<file path="config.mk">
export PLATFORM = sky130hd
export DESIGN_NAME = alu_op_sequencer
export DESIGN_NICKNAME = d
export VERILOG_FILES = /design/src/rtl/alu_pkg.sv /design/src/rtl/alu_op_sequencer.sv
export SDC_FILE = /design/constraint.sdc
export NUM_CORES = 1
export LEC_CHECK = 0
export CAP_MARGIN = 20
export CORE_UTILIZATION = 68
export CTS_BUF_LIST = sky130_fd_sc_hd__clkbuf_8
export DETAILED_ROUTE_END_ITERATION = 6
export DONT_BUFFER_PORTS = 1
export HOLD_SLACK_MARGIN = 0.02
export PLACE_DENSITY = 0.84
export RECOVER_POWER = 50
export SYNTH_ARGS = -nofsm -noshare
export SYNTH_HDL_FRONTEND = slang
export SYNTH_SLANG_ARGS = --single-unit
</file>
<file path="constraint.sdc">
create_clock -name clk -period 2.6 [get_ports clk]
set_input_delay 0.39 -clock clk [delete_from_list [all_inputs] [get_ports clk]]
set_output_delay 0.39 -clock clk [all_outputs]
set_load 0.05 [all_outputs]
</file>
<file path="src/rtl/alu_pkg.sv">
// Shared ALU select codes, sequencer state encoding and the legal-select check.
// Imported by the sequencer, the ALU and the testbench.
package alu_pkg;

    typedef logic [2:0] sel_t;

    localparam sel_t AND = 3'd0;
    localparam sel_t OR  = 3'd1;
    localparam sel_t ADD = 3'd2;
    localparam sel_t SUB = 3'd6;
    localparam sel_t SLT = 3'd7;

    typedef enum logic [1:0] {
        IDLE = 2'd0,
        EXEC = 2'd1,
        WB   = 2'd2,
        RSP  = 2'd3
    } seq_state_t;

    function automatic logic sel_is_legal(input sel_t sel);
        return (sel == AND) || (sel == OR) || (sel == ADD) ||
               (sel == SUB) || (sel == SLT);
    endfunction

endpackage

</file>
<file path="src/rtl/alu_op_sequencer.sv">
// Multi-cycle micro-op initiator for the register bank / src2 mux / ALU datapath.
// Optional macro ALU_SEQ_RSP_HOLD_EN adds rsp_ready and holds the response until taken.
//
// state | meaning
// IDLE  | ready for a micro-op; read ports hold last latched addresses
// EXEC  | datapath driven from latched op; ALU result captured at closing edge
// WB    | bank write (legal sel, rd != 0) and response valid
// RSP   | response held until rsp_ready (only with ALU_SEQ_RSP_HOLD_EN)
module alu_op_sequencer
    import alu_pkg::*;
#(
    parameter int AWIDTH = 3,
    parameter int DWIDTH = 8,
    parameter int SWIDTH = 3
) (
    input  logic              clk,
    input  logic              rst_n,
    input  logic              op_valid,
    output logic              op_ready,
    input  logic [SWIDTH-1:0] op_alu_sel,
    input  logic              op_use_imm,
    input  logic [AWIDTH-1:0] op_rs1,
    input  logic [AWIDTH-1:0] op_rs2,
    input  logic [AWIDTH-1:0] op_rd,
    input  logic [DWIDTH-1:0] op_imm,
    output logic [AWIDTH-1:0] rf_raddr1,
    output logic [AWIDTH-1:0] rf_raddr2,
    output logic [AWIDTH-1:0] rf_waddr,
    output logic [DWIDTH-1:0] rf_wdata,
    output logic              rf_wen,
    output logic              mux_sel,
    output logic [DWIDTH-1:0] imm_out,
    output logic [SWIDTH-1:0] alu_sel,
    input  logic [DWIDTH-1:0] alu_res,
    input  logic              alu_res_is_0,
`ifdef ALU_SEQ_RSP_HOLD_EN
    input  logic              rsp_ready,
`endif
    output logic              rsp_valid,
    output logic [DWIDTH-1:0] rsp_data,
    output logic              rsp_zero,
    output logic              rsp_err
);

    seq_state_t state_q, state_d;

    logic [SWIDTH-1:0] sel_q;
    logic              use_imm_q;
    logic [AWIDTH-1:0] rs1_q, rs2_q, rd_q;
    logic [DWIDTH-1:0] imm_q;
    logic [DWIDTH-1:0] result_q;
    logic              zero_q;
    logic              err_q;
    logic              sel_legal;

    assign sel_legal = sel_is_legal(sel_q);

    always_ff @(posedge clk) begin
        if (!rst_n) begin
            state_q   <= IDLE;
            sel_q     <= '0;
            use_imm_q <= 1'b0;
            rs1_q     <= '0;
            rs2_q     <= '0;
            rd_q      <= '0;
            imm_q     <= '0;
            result_q  <= '0;
            zero_q    <= 1'b0;
            err_q     <= 1'b0;
        end else begin
            state_q <= state_d;
            if (state_q == IDLE && op_valid) begin
                sel_q     <= op_alu_sel;
                use_imm_q <= op_use_imm;
                rs1_q     <= op_rs1;
                rs2_q     <= op_rs2;
                rd_q      <= op_rd;
                imm_q     <= op_imm;
            end
            // Illegal selects report a forced zero result regardless of the ALU output
            if (state_q == EXEC) begin
                result_q <= sel_legal ? alu_res : '0;
                zero_q   <= sel_legal ? alu_res_is_0 : 1'b1;
                err_q    <= !sel_legal;
            end
        end
    end

    always_comb begin
        state_d   = state_q;
        op_ready  = 1'b0;
        rf_wen    = 1'b0;
        rsp_valid = 1'b0;
        case (state_q)
            IDLE: begin
                op_ready = 1'b1;
                if (op_valid) state_d = EXEC;
            end
            EXEC: state_d = WB;
            WB: begin
                rf_wen    = (rd_q != '0) && !err_q;
                rsp_valid = 1'b1;
`ifdef ALU_SEQ_RSP_HOLD_EN
                state_d   = rsp_ready ? IDLE : RSP;
`else
                state_d   = IDLE;
`endif
            end
`ifdef ALU_SEQ_RSP_HOLD_EN
            RSP: begin
                rsp_valid = 1'b1;
                if (rsp_ready) state_d = IDLE;
            end
`endif
            default: state_d = IDLE;
        endcase
    end

    assign rf_raddr1 = rs1_q;
    assign rf_raddr2 = rs2_q;
    assign rf_waddr  = rd_q;
    assign rf_wdata  = result_q;
    assign mux_sel   = use_imm_q;
    assign imm_out   = imm_q;
    assign alu_sel   = sel_q;
    assign rsp_data  = result_q;
    assign rsp_zero  = zero_q;
    assign rsp_err   = err_q;

endmodule
</file>
==> impl_metrics.toml, run 1 <==
[worst_setup_path]
crit_fanout = 6
worstPathRequired_ps = 2210
crit_type = "reg2out"
start_kind = "register"
critPathCaptureType = "primary output"
arrival_ps = 1610

[grt]
grtUsageTotal_pct = 25.6
gr-total-overflow = 0
grt_pass1_vias = 892
grt_pass1_wl_mm = 3.62
antenna_found_initial = 0
grt_max_degree = 26

[clock_network]
cts_made_buffers = 5
cts_setup_buffers = 0
cts.sinks = 33
ctsLongestPathBuffers = 2
clk_pin_slew_ps = 70
insertion_delay_ps = 270
cts_hold_buf = 0
cts_tree = "done"
cts_max_level = 2
root_buffer = "clkbuf_8"
post_cts_resized = 0

[power]
p_total_w = 0.00124
p_leak_nw = 0.509
peakVddDrop_v = 0.000633
powerDensity_mw_per_mm2 = 962

[floorplan]
dieWidth_um = 44.4
io_pins = 75
die_area_mm2 = 0.00197
placementRows = 14
die_h_um = 44.4
initial_core_util_pct = 76.8
core-area_mm2 = 0.00159

[synth]
synth_top_area_share_pct = 53.9
syn-instance-count = 139
ys_types = 20
synthesis.area_mm2 = 0.00122
yosys-top-cells-area = "dfxtp_1 (54%), nand2_1 (13%), a21oi_1 (9.0%)"
syn-num-nets = 172
ys_seq_area_share_pct = 53.9
synth_area_per_cell_um2 = 8.81
synth_top_cell_by_area = "dfxtp_1"
synth-seq-cells = 33
yosysWarnings = 0

[finish]
final_net_count = 167
n_antenna_cell = 0
stdcell_area_mm2 = 0.00129
layout_commonest_cell = "nand2_1"
syn2layout_area_growth_pct = 5.11
drive_above_1_share_pct = 8.15
final_cell_mix = "nand2_1 (42), dfxtp_1 (33), a21oi_1 (22)"

[drt]
dr_total_vias = 915
post_drt_via_cell_ratio = 5.75
drt-total-wl_mm = 2.33
routedWlPerCell_um = 14.7
drtAntennaViolNets = 0
dr.pass1.iters = 4
drcViolationCount = 0
drt_iter0_drc = 12

[sta]
relSlewSlack_pct = 34.4
slew_viol_final = 0
rsz0062_at_grt = "false"
finalSetupViolations = 0
tns_ps = 0
hold_slack_ps = 240
fmax_mhz = 500
min_period_over_period_pct = 77.0
worstMarginPinSlew_ps = 982
min_period_ps = 2000
hold_viol_final = 0
worst_clock_skew_ps = 5.57

[run_status]
status = "completed"

[placement]
placed_area_mm2 = 0.00119
place.gp.congestion = 0.652
port_buffers = 0
dp_hpwl_mm = 1.61

[worst_hold_path]
min_path_type = "in2reg"

[run]
drv_cap = 0
-- area by class of cell --
type / count / area [um^2]
Multi-Input combinational cell: 90 / 462
Sequential cell: 33 / 661
Fill cell: 109 / 307
Clock inverter: 2 / 33.8
Tap cell: 24 / 30.0
Clock buffer: 6 / 82.6
Timing Repair Buffer: 2 / 11.3
Inverter: 2 / 7.51
-- worst paths after layout --
path | start | to | slack (ps) | cells past startpoint
setup / recovery | state_q[0]$_SDFFE_PN0P_ | rf_wen | 600 | 3
hold / removal | alu_res[6] | rf_wdata[6]$_SDFFE_PN0N_ | 240 | 1
setup reg to reg | state_q[1]$_SDFFE_PN0P_ | mux_sel$_SDFFE_PN0P_ | 670 | 4
hold reg to reg | state_q[0]$_SDFFE_PN0P_ | state_q[1]$_SDFFE_PN0P_ | 640 | 2
-- metrics by stage --
step | util (%) | worst slack, ps | instances
global route | 80.8 | 393 | 159
CTS | 81.8 | 545 | 159
detailed placement | 74.5 | 858 | 151
finish | 80.8 | 599 | 159
floorplan | - | 133 | 139
global placement | 74.5 | 887 | 151
-- worst max-delay path, cell delays in order (launching register included) --
cell and delay [ps]:
dfxtp_1 350, and2b_1 520, nor3b_2 250, buf_4 220
-- flip-flops by register name, summed over array words and instances, names as in the netlist --
signal,count
imm_out,8
rf_wdata,8
alu_sel,3
rf_raddr1,3
rf_raddr2,3
rf_waddr,3
state_q,2
mux_sel,1
rsp_err,1
rsp_zero,1
-- kinds of logic after synthesis --
| logic type | count (synthesis) | synth area share (%) |
|---|---|---|
| simple gates | 58 | 22.8 |
| flops | 33 | 53.9 |
| buf+inv | 16 | 7.76 |
| compound gates | 32 | 15.5 |
-- power breakdown --
group,internal (W),switching (W)
clock,0.000308,0.000171
combinational,0.0000262,0.0000541
sequential,0.000536,0.000144
-- Yosys cell counts (all sizes together) --
master and instances:
a21oi 22, nor2b 2, inv 2, dfxtp 33, nor3 2, o21ai 2, nor4 1, and2b 1
and3b 1, nand2b 1, nand2 42, clkbuf 2, or3b 1, nor3b 2, buf 12, nor2 5
a22o 8
-- layer usage --
| layer | up-vias | GRT usage (%) | routed length, um |
|---|---|---|---|
| met5 | - | 0 | 0 |
| met4 | 0 | 9.09 | 11 |
| met3 | 2 | 12.2 | 214 |
| met2 | 49 | 45.6 | 1160 |
| met1 | 422 | 26.0 | 952 |
| li1 | 442 | - | - |
Note: power is estimated with default switching activity, not from simulation.
==> run 2: changes to the inputs <==
- CORE_UTILIZATION: 68 -> 64
- PLACE_DENSITY: 0.84 -> 0.8
- clock period: 2.6 -> 1.85 ns (I/O delays scaled with it)
==> run 2 against run 1 <==
  * Count of clock-buffer cells in the layout grew 1
  * Critical path depth is the same
  * Critical path type unchanged
  * First-iteration DRC count grew 42%
  * Largest cell class unchanged
  * Sequential power grew 26%
==> impl_metrics.toml, run 2 (same netlist as run 1, synthesis figures left out) <==
[run_status]
status = "completed"

[grt]
grt_pass1_vias = 915
grt_max_degree = 26
grt_pass1_wl_mm = 3.72
gr-total-overflow = 0
grtUsageTotal_pct = 25.8
antenna_found_initial = 0

[placement]
post-place-ws_ps = 423
dp_hpwl_mm = 1.85
port_buffers = 0
place.gp.congestion = 0.716

[worst_setup_path]
crit_fanout = 6
r2r_setup_slack_ps = 400
crit_buf_inv = 1
cp_top_family = "simple AND/OR/NAND/NOR gates"
slowest_stage = "dfxtp_1"
crit_type = "reg2out"
critPathCaptureType = "primary output"
worstPathRequired_ps = 1570
arrival_ps = 1290
path_cells = "and2b_1 -> nor3b_4 -> buf_12"
cpPeakStageDelay_ps = 420
start_kind = "register"

[sta]
min_period_ps = 1560
slew_viol_final = 0
rsz0062_at_grt = "false"
hold_viol_final = 0
min_period_over_period_pct = 84.5
tns_ps = 0
setup_slack_ps = 286
worst_clock_skew_ps = 2.77
finalSetupViolations = 0
fmax_mhz = 640
hold_slack_ps = 125
relSlewSlack_pct = 54.0
worstMarginPinSlew_ps = 691

[run]
drv_cap = 0

[finish]
syn2layout_area_growth_pct = 13.5
drive_above_1_share_pct = 16.3
final_net_count = 185
n_antenna_cell = 0
final_util_pct = 78.8
final_cell_mix = "nand2_1 (42), dfxtp_1 (33), a21oi_1 (22)"
layout_commonest_cell = "nand2_1"

[floorplan]
core-area_mm2 = 0.00176
die_h_um = 45.8
dieWidth_um = 45.8
die_area_mm2 = 0.00209
placementRows = 15
initial_core_util_pct = 69.4
io_pins = 75

[drt]
dr_total_vias = 977
drt_iter0_drc = 17
drcViolationCount = 0
drtAntennaViolNets = 0
post_drt_via_cell_ratio = 5.49
routedWlPerCell_um = 14.4
dr.pass1.iters = 6
drt-total-wl_mm = 2.56

[clock_network]
cts_made_buffers = 5
ctsLongestPathBuffers = 2
cts_hold_buf = 0
clk_pin_slew_ps = 60
cts_max_level = 2
insertion_delay_ps = 270
cts_tree = "done"
post_cts_resized = 0
cts.sinks = 33
cts_setup_buffers = 0
root_buffer = "clkbuf_8"

[worst_hold_path]
min_path_type = "in2reg"

[power]
peakVddDrop_v = 0.000895
powerDensity_mw_per_mm2 = 1200
p_leak_nw = 0.571
p_total_w = 0.00167
## run 2: changes by cell type in the layout (fill, tap and decap cells not counted)
| cell | delta |
|---|---|
| nor3b_1 | -1 |
| inv_1 | -1 |
| bufinv_16 | -1 |
| clkbuf_2 | +8 |
| clkbuf_8 | +1 |
| buf_4 | +3 |
| nor3b_4 | +1 |
| buf_12 | +1 |
| clkbuf_1 | +6 |
| clkinv_2 | +1 |
## run 2: report_power, final
part	internal, W	switching (W)	total [W]
clock	0.000336	0.000240	0.000576
sequential	0.000753	0.000102	0.000855
combinational	0.0000548	0.000185	0.000240
## run 2: per-stage QoR
step	cells	instance area, um^2
after floorplan	139	1240
after global placement	170	1340
after detailed placement	170	1340
after CTS	178	1440
after global routing	178	1390
final	178	1390
## run 2: path summary, 6_finish.rpt
check | start | endpoint | cells after the start
min reg2reg | rf_wdata[5]$_SDFFE_PN0N_ | rf_wdata[5]$_SDFFE_PN0N_ | 1
max | state_q[1]$_SDFFE_PN0P_ | rf_wen | 3
min | alu_res_is_0 | rsp_zero$_SDFFE_PN0N_ | 2
max reg2reg | state_q[1]$_SDFFE_PN0P_ | imm_out[0]$_SDFFE_PN0P_ | 3
## run 2: worst reg2reg max path, cell delays in order, from the launching register on
cell     delay (ps)
dfxtp_1         360
or3b_1          700
nand2_1         180
a21oi_1          80
## run 2: layout make-up
type | instances | area, um^2
multi-input cells | 90 | 473
clock inverters | 1 | 5.00
inverters | 2 | 7.51
repair buffers | 20 | 116
well taps | 25 | 31.3
fillers | 138 | 374
clock buffers | 7 | 96.3
flip-flops and latches | 33 | 661
## run 2: routing by layer
metal	vias to the layer above	routed length (um)	global-route usage, %
met1	448	922	25.3
met3	8	229	7.94
met2	45	1330	46.0
met5	-	0	0
met4	0	75	17.1
li1	476	-	-
==> run 3: changes to the inputs <==
- ABC_AREA: default -> 1
- clock period: 1.85 -> 1.64 ns (I/O delays scaled with it)
==> run 3 against run 2 <==
  * Global-route usage increased by 0.15 points
  * Clock skew increased by 4.1 ps
  * Setup slack got worse by 140 ps
  * Routed wire length increased by 0.27%
  * Highest routed layer unchanged
  * Synthesized cell count increased by 12%
  * Count of clock-buffer cells in the layout decreased by 1
  * Utilization increased by 1.2 points
  * Largest cell class unchanged
  * Die area increased by 2.9%
  * Non-clock buffer count decreased by 1
  * Worst hold slack got worse by 32 ps
  * Power increased by 25%
==> impl_metrics.toml, run 3 <==
[sta]
rsz0062_at_grt = "false"
finalSetupViolations = 0
min_period_over_period_pct = 91.2
relSlewSlack_pct = 56.4
tns_ps = 0
hold_viol_final = 0
slew_viol_final = 0
worst_clock_skew_ps = 6.89
fmax_mhz = 669
hold_slack_ps = 93.3
min_period_ps = 1500
worstMarginPinSlew_ps = 654

[placement]
place.gp.congestion = 0.745
port_buffers = 0
placed_area_mm2 = 0.00136
dp_hpwl_mm = 1.82

[synth]
yosysWarnings = 0
synthTopCellsByCount = "nor2_1 (43), dfxtp_1 (33), o21ai_0 (23), a21oi_1 (11), nand2_1 (10)"
yosys-top-cells-area = "dfxtp_1 (52%), nor2_1 (13%), o21ai_0 (9.1%)"
syn-num-nets = 189
ys_seq_area_share_pct = 52.3
synth-seq-cells = 33
syn-instance-count = 156
synth-edff-count = 0
synthesis.area_mm2 = 0.00126
synth_area_per_cell_um2 = 8.09
async_flop_share_pct = 0
synthFlopType = "dfxtp_1"
synth.most_common_cell = "nor2_1"
synth_top_area_share_pct = 52.3
synth_top_cell_by_area = "dfxtp_1"
ys_types = 21

[power]
switching_share_pct = 32.0
p_int_w = 0.00142
powerDensity_mw_per_mm2 = 1460
p_seq_share_pct = 48.7
p_comb_share_pct = 14.6
peakVddDrop_v = 0.000870
p_leak_nw = 0.584
pwr-share-clk_pct = 36.7
p_sw_w = 0.000666

[grt]
antenna_found_initial = 0
gr-total-overflow = 0
grtUsageTotal_pct = 25.9
grt_max_degree = 26
grt_pass1_wl_mm = 3.82
grt_pass1_vias = 901

[drt]
drt-total-wl_mm = 2.56
dr.pass1.iters = 4
drcViolationCount = 0
drt_iter0_drc = 12
post_drt_via_cell_ratio = 5.36
drtAntennaViolNets = 0
dr_total_vias = 1039
routedWlPerCell_um = 13.2

[clock_network]
clk_pin_slew_ps = 70
post_cts_resized = 0
cts_tree = "done"
root_buffer = "clkbuf_8"
cts_max_level = 2
ctsLongestPathBuffers = 2
insertion_delay_ps = 280
cts_setup_buffers = 0
cts_hold_buf = 0
cts.sinks = 33
cts_made_buffers = 5

[finish]
regArea_um2 = 661
stdcell_area_mm2 = 0.00143
n_antenna_cell = 0
final_net_count = 201
fillCellCount = 141
syn2layout_area_growth_pct = 13.0
multi_input_area_um2 = 477
drive_above_1_share_pct = 15.4
layout_commonest_cell = "nor2_1"
final_cell_mix = "nor2_1 (44), dfxtp_1 (33), o21ai_0 (23)"

[floorplan]
die_h_um = 46.4
die_area_mm2 = 0.00215
io_pins = 75
dieWidth_um = 46.4
initial_core_util_pct = 70.8
core-area_mm2 = 0.00178
placementRows = 15

[worst_setup_path]
rr_endpoint = "rf_raddr2[2]$_SDFFE_PN0P_"
critPathCaptureType = "primary output"
cp_top_family = "flip-flops"
start_kind = "register"
path_cells = "inv_1 -> nor4_4 -> buf_12"
r2r_start = "state_q[0]$_SDFFE_PN0P_"
cpPeakStageDelay_ps = 380
reg2reg_depth = 5
slowest_stage = "dfxtp_1"
crit_buf_inv = 2
arrival_ps = 1250
crit_fanout = 3
worstPathRequired_ps = 1390
crit_type = "reg2out"
crit_start = "state_q[1]$_SDFFE_PN0P_"
r2r_setup_slack_ps = 360

[run]
drv_cap = 0

[worst_hold_path]
min_from = "rst_n"
hold-path-endpoint = "imm_out[2]$_SDFFE_PN0P_"
min_path_cells = 2
min_path_type = "in2reg"

[run_status]
status = "completed"
[run 3: kinds of logic after synthesis]
| family | share of synthesized area, % |
|---|---|
| AO/OA/AOI/OAI | 13.5 |
| flip-flops | 52.3 |
| buffers and inverters | 10.5 |
| AND/OR/NAND/NOR | 23.7 |
[run 3: routing by layer]
layer	GRT usage [%]	routed length (um)
met5	0	0
met4	7.06	6
met3	11.0	246
met2	44.2	1260
met1	29.3	1050
[run 3: final cells by class]
type                    instances  area share, %
clock buffers                   6           5.79
clock inverters                 2           2.37
inverters                       8           2.28
multi-input cells             101           33.4
flip-flops and latches         33           46.3
well taps                      25           2.19
repair buffers                 19           7.63
[run 3: worst max-delay path by stage]
stage                                 end  cells after the start  slack [ps]
finish                             rf_wen                      3         140
CTS                                rf_wen                      3          80
global route                       rf_wen                      3         110
detailed placement  rsp_zero$_SDFFE_PN0N_                      5         370
global placement                   rf_wen                      3         430
floorplan                          rf_wen                      2          40
[run 3: power by group through the flow]
stage | combinational [W] | sequential [W] | clock (W)
final | 0.000304 | 0.00101 | 0.000764
after global routing | 0.000335 | 0.00102 | 0.000808
after CTS | 0.000326 | 0.00102 | 0.000774
after detailed placement | 0.000324 | 0.00103 | 0
after global placement | 0.000314 | 0.00103 | 0
after floorplan | 0.000190 | 0.00111 | 0
[run 3: worst register-to-register path: cells and delay by family, from the launching register on]
kind                   cells  cell delay, ps
DFF                        1             360
and+or+nand+nor            4             630
buffers and inverters      1             210
[run 3: per-stage QoR]
stage | util [%] | instances | worst slack, ps | power, W
2_1_floorplan | - | 156 | 44.3 | 0.00130
3_3_place_gp | 76.5 | 186 | 431 | 0.00135
3_5_place_dp | 76.5 | 186 | 375 | 0.00136
4_1_cts | 83.0 | 194 | 81.4 | 0.00212
5_1_grt | 80.0 | 194 | 112 | 0.00216
6_report | 80.0 | 194 | 145 | 0.00208
